### src/rtl/fibo_gen_top.sv
`timescale 1ns/1ps
// -----------------------------------------------------------------------------
// fibo_gen_top -- 4-bit Fibonacci term generator
//
// Purpose:
//   Emits one Fibonacci term per rising clock edge from a registered output.
//   The default build restarts the series at 0,1 once the term 13 has been
//   shown, which gives the period-8 series 0,1,1,2,3,5,8,13. When the
//   FIBO_GEN_MOD_WRAP_EN macro is defined, the restart-detect stage is
//   compiled out and the series becomes a plain mod-16 Fibonacci series
//   with period 24.
//
// Hierarchy:
//   fibo_state_reg       - cur/nxt registers with asynchronous reset to 0/1
//   fibo_adder4          - 4-bit cur+nxt adder, carry discarded
//   fibo_restart_detect  - flags cur == 13 (default build only)
//
// Ports (fibo_gen_top):
//   clk          in   1  single clock; all state updates on its rising edge
//   reset        in   1  asynchronous active-low reset (cur=0, nxt=1)
//   fibo_series  out  4  current term, driven directly from the cur register
//
// Configuration macro: FIBO_GEN_MOD_WRAP_EN
// -----------------------------------------------------------------------------

// -----------------------------------------------------------------------------
// fibo_adder4 -- combinational 4-bit adder producing (a + b) mod 16.
//   a    in  4  first operand (cur)
//   b    in  4  second operand (nxt)
//   sum  out 4  low four bits of a+b; carry is dropped on purpose
// -----------------------------------------------------------------------------
module fibo_adder4 (
  input  logic [3:0] a,
  input  logic [3:0] b,
  output logic [3:0] sum
);

  logic [4:0] full_s;

  // Widen before adding so the carry is visible, then keep the low nibble.
  always_comb begin
    full_s = {1'b0, a} + {1'b0, b};
    sum    = full_s[3:0];
  end

endmodule

`ifndef FIBO_GEN_MOD_WRAP_EN
// -----------------------------------------------------------------------------
// fibo_restart_detect -- flags the last term of the restarting series.
//   cur      in  4  term currently on the output
//   restart  out 1  high while cur == 13; the next edge reloads 0/1
// -----------------------------------------------------------------------------
module fibo_restart_detect (
  input  logic [3:0] cur,
  output logic       restart
);

  localparam logic [3:0] LAST_TERM = 4'd13;

  // Restart as soon as 13 is on the output, so the truncated sum 21->5
  // that nxt would otherwise hand over never reaches fibo_series.
  always_comb begin
    if (cur == LAST_TERM) begin
      restart = 1'b1;
    end else begin
      restart = 1'b0;
    end
  end

endmodule
`endif

// -----------------------------------------------------------------------------
// fibo_state_reg -- cur/nxt term registers.
//   clk      in  1  clock
//   reset    in  1  asynchronous active-low reset to cur=0, nxt=1
//   restart  in  1  reload 0/1 on the next edge instead of advancing
//   sum      in  4  (cur + nxt) mod 16 from the adder
//   cur      out 4  current term (registered)
//   nxt      out 4  following term (registered)
// -----------------------------------------------------------------------------
module fibo_state_reg (
  input  logic       clk,
  input  logic       reset,
  input  logic       restart,
  input  logic [3:0] sum,
  output logic [3:0] cur,
  output logic [3:0] nxt
);

  localparam logic [3:0] SEED_CUR = 4'd0;
  localparam logic [3:0] SEED_NXT = 4'd1;

  logic [3:0] cur_r;
  logic [3:0] nxt_r;
  logic [3:0] cur_next_s;
  logic [3:0] nxt_next_s;

  // Choose between advancing the series and reloading the seed pair.
  always_comb begin
    cur_next_s = nxt_r;
    nxt_next_s = sum;
    if (restart) begin
      cur_next_s = SEED_CUR;
      nxt_next_s = SEED_NXT;
    end else begin
      cur_next_s = nxt_r;
      nxt_next_s = sum;
    end
  end

  // Term registers; reset forces the seed pair immediately, independent of clk.
  always_ff @(posedge clk or negedge reset) begin
    if (!reset) begin
      cur_r <= SEED_CUR;
      nxt_r <= SEED_NXT;
    end else begin
      cur_r <= cur_next_s;
      nxt_r <= nxt_next_s;
    end
  end

  assign cur = cur_r;
  assign nxt = nxt_r;

endmodule

// -----------------------------------------------------------------------------
// fibo_gen_top -- top level; see file header for the port summary.
// -----------------------------------------------------------------------------
module fibo_gen_top (
  input  logic       clk,
  input  logic       reset,
  output logic [3:0] fibo_series
);

  logic [3:0] cur_s;
  logic [3:0] nxt_s;
  logic [3:0] sum_s;
  logic       restart_s;

  fibo_adder4 u_adder (
    .a   (cur_s),
    .b   (nxt_s),
    .sum (sum_s)
  );

`ifdef FIBO_GEN_MOD_WRAP_EN
  // Pure mod-16 series: the adder result is always taken.
  assign restart_s = 1'b0;
`else
  fibo_restart_detect u_restart (
    .cur     (cur_s),
    .restart (restart_s)
  );
`endif

  fibo_state_reg u_state (
    .clk     (clk),
    .reset   (reset),
    .restart (restart_s),
    .sum     (sum_s),
    .cur     (cur_s),
    .nxt     (nxt_s)
  );

  // The output is the cur register itself, with no logic in between.
  assign fibo_series = cur_s;

endmodule

### config.mk
export PLATFORM = sky130hd
export DESIGN_NAME = fibo_gen_top
export DESIGN_NICKNAME = d
export VERILOG_FILES = /design/src/rtl/fibo_gen_top.sv
export SDC_FILE = /design/constraint.sdc
export NUM_CORES = 1
export LEC_CHECK = 0
export CAP_MARGIN = 10
export CORE_AREA = 2 2 39 41
export DETAILED_ROUTE_END_ITERATION = 6
export DIE_AREA = 0 0 41 43
export GPL_TIMING_DRIVEN = 1
export PLACE_DENSITY_LB_ADDON = 0.12
export RECOVER_POWER = 100
export SLEW_MARGIN = 30
export SYNTH_ARGS = -nofsm -noshare
export SYNTH_HDL_FRONTEND = slang
export SYNTH_HIERARCHICAL = 1
export SYNTH_SLANG_ARGS = --single-unit
### constraint.sdc
create_clock -name clk -period 1.7 [get_ports clk]
set_input_delay 0.34 -clock clk [delete_from_list [all_inputs] [get_ports clk]]
set_output_delay 0.34 -clock clk [all_outputs]
set_load 0.01 [all_outputs]
; ---- Word-level counts from Yosys, hierarchy flattened
; Index checks and enable logic that the tools add are counted.
; Widths: inputs -> output; s select.
[totals]
output_inout_bits = 4
word_cells = 7
register_bits = 8
in_bits = 2
[classes]
eq_ne = 1
add_sub_neg = 1
n_mux = 3
[ops]
columns = operator, count
row1 = $mux 4, 2
row2 = $add 4x4->4, 1
row3 = $eq 4x4->1 const B, 1
row4 = $mux 1, 1

; ---- Longest topological paths before layout
[logic_depth]
word_depth = 3
depth_mapped = 5
ltp_nobuf = 5

; ---- By module
; The synthesis kept the hierarchy.
[modules_own_cells]
columns = mod, area_per_inst_um2, instances, cells_per_inst, seq_area_each_um2
row1 = fibo_state_reg, 251.5, 1, 16, 201.4
row2 = fibo_adder4, 100.1, 1, 9, 0.0
row3 = fibo_restart_detect, 10.0, 1, 1, 0.0

; ---- Worst setup path before layout
; OpenSTA, ideal clock, no wires.
[synth_path]
kind = register -> register
from = register u_state.cur_r[0], in the netlist u_state/cur[0]
to = register u_state.nxt_r[2], in the netlist u_state/nxt[2]
required_time_ps = 1574
slack_ps = 320
stages_incl_launch_ff = 5
t_arrival_ps = 1253
path_buffers = 0
period_less_slack_ps = 1380
path_cell_list = dfrtp_1 ha_1 fa_1 xor2_1 nor2b_1
[synth_between]
word_cells_on_any_way = 4
cone_classes = 1 x add/sub / 1 x eq/ne / 2 x mux
[synth_rtl]
columns = element, line_no
row1 = "start, declared", 95  ; logic [3:0] cur_r;
row2 = "start signal, assigned", 119  ; cur_r <= cur_next_s;
row3 = $add 4x4->4, 42  ; full_s = {1'b0, a} + {1'b0, b};
row4 = via sum_s[2], 140  ; logic [3:0] sum_s;
row5 = $mux 4, 104  ; if (restart) begin
row6 = via u_state.nxt_next_s[2], 98  ; logic [3:0] nxt_next_s;
row7 = "end signal, assigned", 120  ; nxt_r <= nxt_next_s;
row8 = "end, declared", 96  ; logic [3:0] nxt_r;
; The timed path passes the listed nets, and every way through them passes these cells.

; ---- Worst setup path after layout
[layout_path]
from = register u_state.cur_r[2], in the netlist u_state/cur[2]
to = output fibo_series[2]
[layout_rtl]
columns = element, line_no
row1 = "end, declared", 135  ; output logic [3:0] fibo_series
; No word-level cell between the ends.

==> impl_metrics.env <==
export IMPL_initial_utilization_pct=26.1
export IMPL_crit_path_top_delay_cell="sky130_fd_sc_hd__dlygate4sd3_1"
export IMPL_coreArea_mm2=0.00138
export IMPL_global_route_usage_total_pct=9.23
export IMPL_insertedDiodeCount=0
export IMPL_average_instance_area_after_synthesis_um2=13.9
export IMPL_cp_startpoint="u_state/cur[2]"
export IMPL_drive_gt1_share_pct=8.57
export IMPL_ys_seq_elements=8
export IMPL_p_switching_uw=72.2
export IMPL_hp_class="in -> async"
export IMPL_reg2reg_slack_ns=0.26
export IMPL_num_io_pins=6
export IMPL_slew_limit_fails=0
export IMPL_hold_violations=0
export IMPL_yosys_area_share_simple_pct=16.6
export IMPL_pin_count_of_the_biggest_net_entering_global_routing=9
export IMPL_syn2layout_area_growth_pct=25.6
export IMPL_synthDistinctLibCells=11
export IMPL_synthAdderAreaFrac_pct=15.9
export IMPL_ys_seq_area_share_pct=55.7
export IMPL_run_status="completed"
export IMPL_cts_max_path_buffers=2
export IMPL_wire_length_of_the_first_global_routing_pass_mm=1.01
export IMPL_place_port_buffers=5
export IMPL_routed_via_count=215
export IMPL_first_global_vias=244
export IMPL_clkTransAtPathRegs_ns=0.06
export IMPL_synth_compound_area_share_pct=4.50
export IMPL_sw_frac_of_total_pct=20.4
export IMPL_dr_pass1_iters=1
export IMPL_cpLargestDelayFamily="buffers and inverters"
export IMPL_wire_per_inst_um=12.1
export IMPL_critical_path_n_buffers_inverters=1
export IMPL_synth_xor_area_share_pct=7.27
export IMPL_clock_skew_ns=0.00900
export IMPL_reg2reg_from="u_state/cur[1]"
export IMPL_finalCriticalPeriod_ns=1.61
export IMPL_avgViaCountPerCell=4.22
export IMPL_timing_rr_end="u_state/nxt[3]"
export IMPL_crit_required_ns=1.36
export IMPL_first_iter_violations=0
export IMPL_initial_antenna_violation_count=0
export IMPL_p_comb_share_pct=1.5
export IMPL_row_count=14
export IMPL_nNetsFinal=42
export IMPL_gp_congestion=0.756
export IMPL_synth_fp_nets=32
export IMPL_cts_repair_timing_setup_buffer_count=0
export IMPL_worstSetupPathDepth=1
export IMPL_drv_max_cap_violation_count=0
export IMPL_drt_total_wl_um=616
export IMPL_clk_network_pwr_share_pct=44.8
export IMPL_worst_slew_margin_rel_pct=75.3
export IMPL_max_stage_delay_ns=0.61
export IMPL_design_area_um2=454
export IMPL_drc=0
export IMPL_htreeDepth=1
export IMPL_crit_fanout=3
export IMPL_cts_hold_repair_buffers=0
export IMPL_cts_tree="done"
export IMPL_postRouteAntennaNets=0
export IMPL_die_h_um=43
export IMPL_totalNegativeSetupSlack_ns=0
export IMPL_tightest_slew_ns=0.369
export IMPL_dieArea_mm2=0.00176
export IMPL_cellLeakagePower_nw=0.271
export IMPL_power_share_sequential_pct=53.8
export IMPL_synthesis_yosys_warnings=6
export IMPL_synth_cells=26
export IMPL_finalSetupViolations=0
export IMPL_period_share_pct=94.9
export IMPL_worstSetupPathType="reg -> out"
export IMPL_clock_sinks=8
export IMPL_final_core_utilization_pct=32.8
export IMPL_power_per_cell_area_mw_per_mm2=780
export IMPL_hpwl_um=450
export IMPL_setup_worst_path_end_class="output pin"
export IMPL_startpoint_type="flop"
export IMPL_final_worst_slack_ns=0.0875
export IMPL_worst_ep_arrival_time_ns=1.27
export IMPL_r2r_worst_path_cells=5
export IMPL_internal_pwr_total_uw=282
export IMPL_worst_ir_drop_vdd_mv=0.301
export IMPL_clock_root_buffer="sky130_fd_sc_hd__clkbuf_4"
export IMPL_timing_fmax_ghz=0.620
export IMPL_cts_buffers=3
export IMPL_crit_path_end="fibo_series[2]"
export IMPL_crit_path_cell_trace="dlygate4sd3_1"
export IMPL_yosys_mux_area_fraction_pct=0
export IMPL_postPlaceCellArea_um2=432
export IMPL_overflow=0
export IMPL_cts_repair_resize_count=0
export IMPL_grt_setup_unrepaired="false"
export IMPL_synthesis_area_um2=362
export IMPL_dominant_combinational_cell_family_by_area_after_synthesis="simple AND/OR/NAND/NOR gates"
export IMPL_die_w_um=41
export IMPL_clk_latency_ns=0.26
export IMPL_placement_setup_worst_slack_ns=0.315
[synth_stat cells, drive strengths merged]
master | number | area (um2)
fa | 1 | 20.0
and4b | 1 | 10.0
nor2b | 7 | 43.8
a21oi | 1 | 8.76
xnor2 | 1 | 8.76
dfrtp | 7 | 175
ha | 3 | 37.5
a21o | 1 | 7.51
or2 | 1 | 6.26
xor2 | 2 | 17.5
dfstp | 1 | 26.3
[through the flow]
step | hold WS (ns) | instances | power (mW)
3_5_place_dp | 0.504 | 47 | 0.200
5_1_grt | 0.457 | 51 | 0.376
4_1_cts | 0.363 | 51 | 0.365
2_1_floorplan | 0.0444 | 26 | 0.194
6_report | 0.427 | 51 | 0.354
3_3_place_gp | 0.486 | 47 | 0.200
[per-layer routing]
metal | vias to the layer above | track usage [%] | wire length (um)
li1 | 102 | - | -
met1 | 107 | 12.3 | 301
met2 | 6 | 11.3 | 282
met3 | 0 | 1.57 | 32
met4 | 0 | 10.0 | 0
met5 | - | 0 | 0
[logic make-up (layout without fill, tap and decap cells)]
| kind of cell | count (synthesis) | in the layout |
|---|---|---|
| fa+ha+maj | 4 | 4 |
| buf+inv | 0 | 9 |
| compound gates | 2 | 2 |
| simple gates | 9 | 9 |
| flops | 8 | 8 |
| xor+xnor | 3 | 3 |
[power by group through the flow]
stage               sequential, mW  combinational (mW)  clock (mW)
finish                       0.190             0.00514       0.159
detailed placement           0.194             0.00599           0
CTS                          0.191             0.00604       0.169
global placement             0.194             0.00575           0
floorplan                    0.194         0.000000119           0
global route                 0.190             0.00628       0.180
[state kept, by name (all words and copies together) (netlist names)]
register     count
u_state/cur      4
u_state/nxt      4
[placed cells by master (no fill, tap or decap)]
cell	count
sky130_fd_sc_hd__nor2b_1	7
sky130_fd_sc_hd__dfrtp_1	7
sky130_fd_sc_hd__dlygate4sd3_1	4
sky130_fd_sc_hd__clkbuf_4	3
sky130_fd_sc_hd__ha_1	3
sky130_fd_sc_hd__xor2_1	2
sky130_fd_sc_hd__clkbuf_1	1
sky130_fd_sc_hd__clkdlybuf4s50_1	1
sky130_fd_sc_hd__a21o_1	1
sky130_fd_sc_hd__a21oi_1	1
sky130_fd_sc_hd__xnor2_1	1
sky130_fd_sc_hd__fa_1	1
sky130_fd_sc_hd__and4b_1	1
sky130_fd_sc_hd__or2_1	1
sky130_fd_sc_hd__dfstp_1	1
[area by class of cell]
| cell class | count | area [um2] |
|---|---|---|
| clock buffer | 4 | 26.3 |
| timing repair buffer | 5 | 50.0 |
| sequential | 8 | 201 |
| tap | 16 | 20.0 |
| multi-input combinational | 18 | 156 |
| fill | 153 | 930 |
[how the worst min path moves through the flow]
stage	end	start	cells past startpoint
6_report	u_state/cur[2]	reset	1
5_1_grt	u_state/cur[2]	reset	1
4_1_cts	u_state/nxt[2]	reset	1
3_5_place_dp	u_state/cur[2]	u_state/nxt[2]	1
3_3_place_gp	u_state/cur[2]	u_state/nxt[2]	1
2_1_floorplan	u_state/cur[0]	reset	0
No activity file was read; power rests on OpenSTA's default activity.
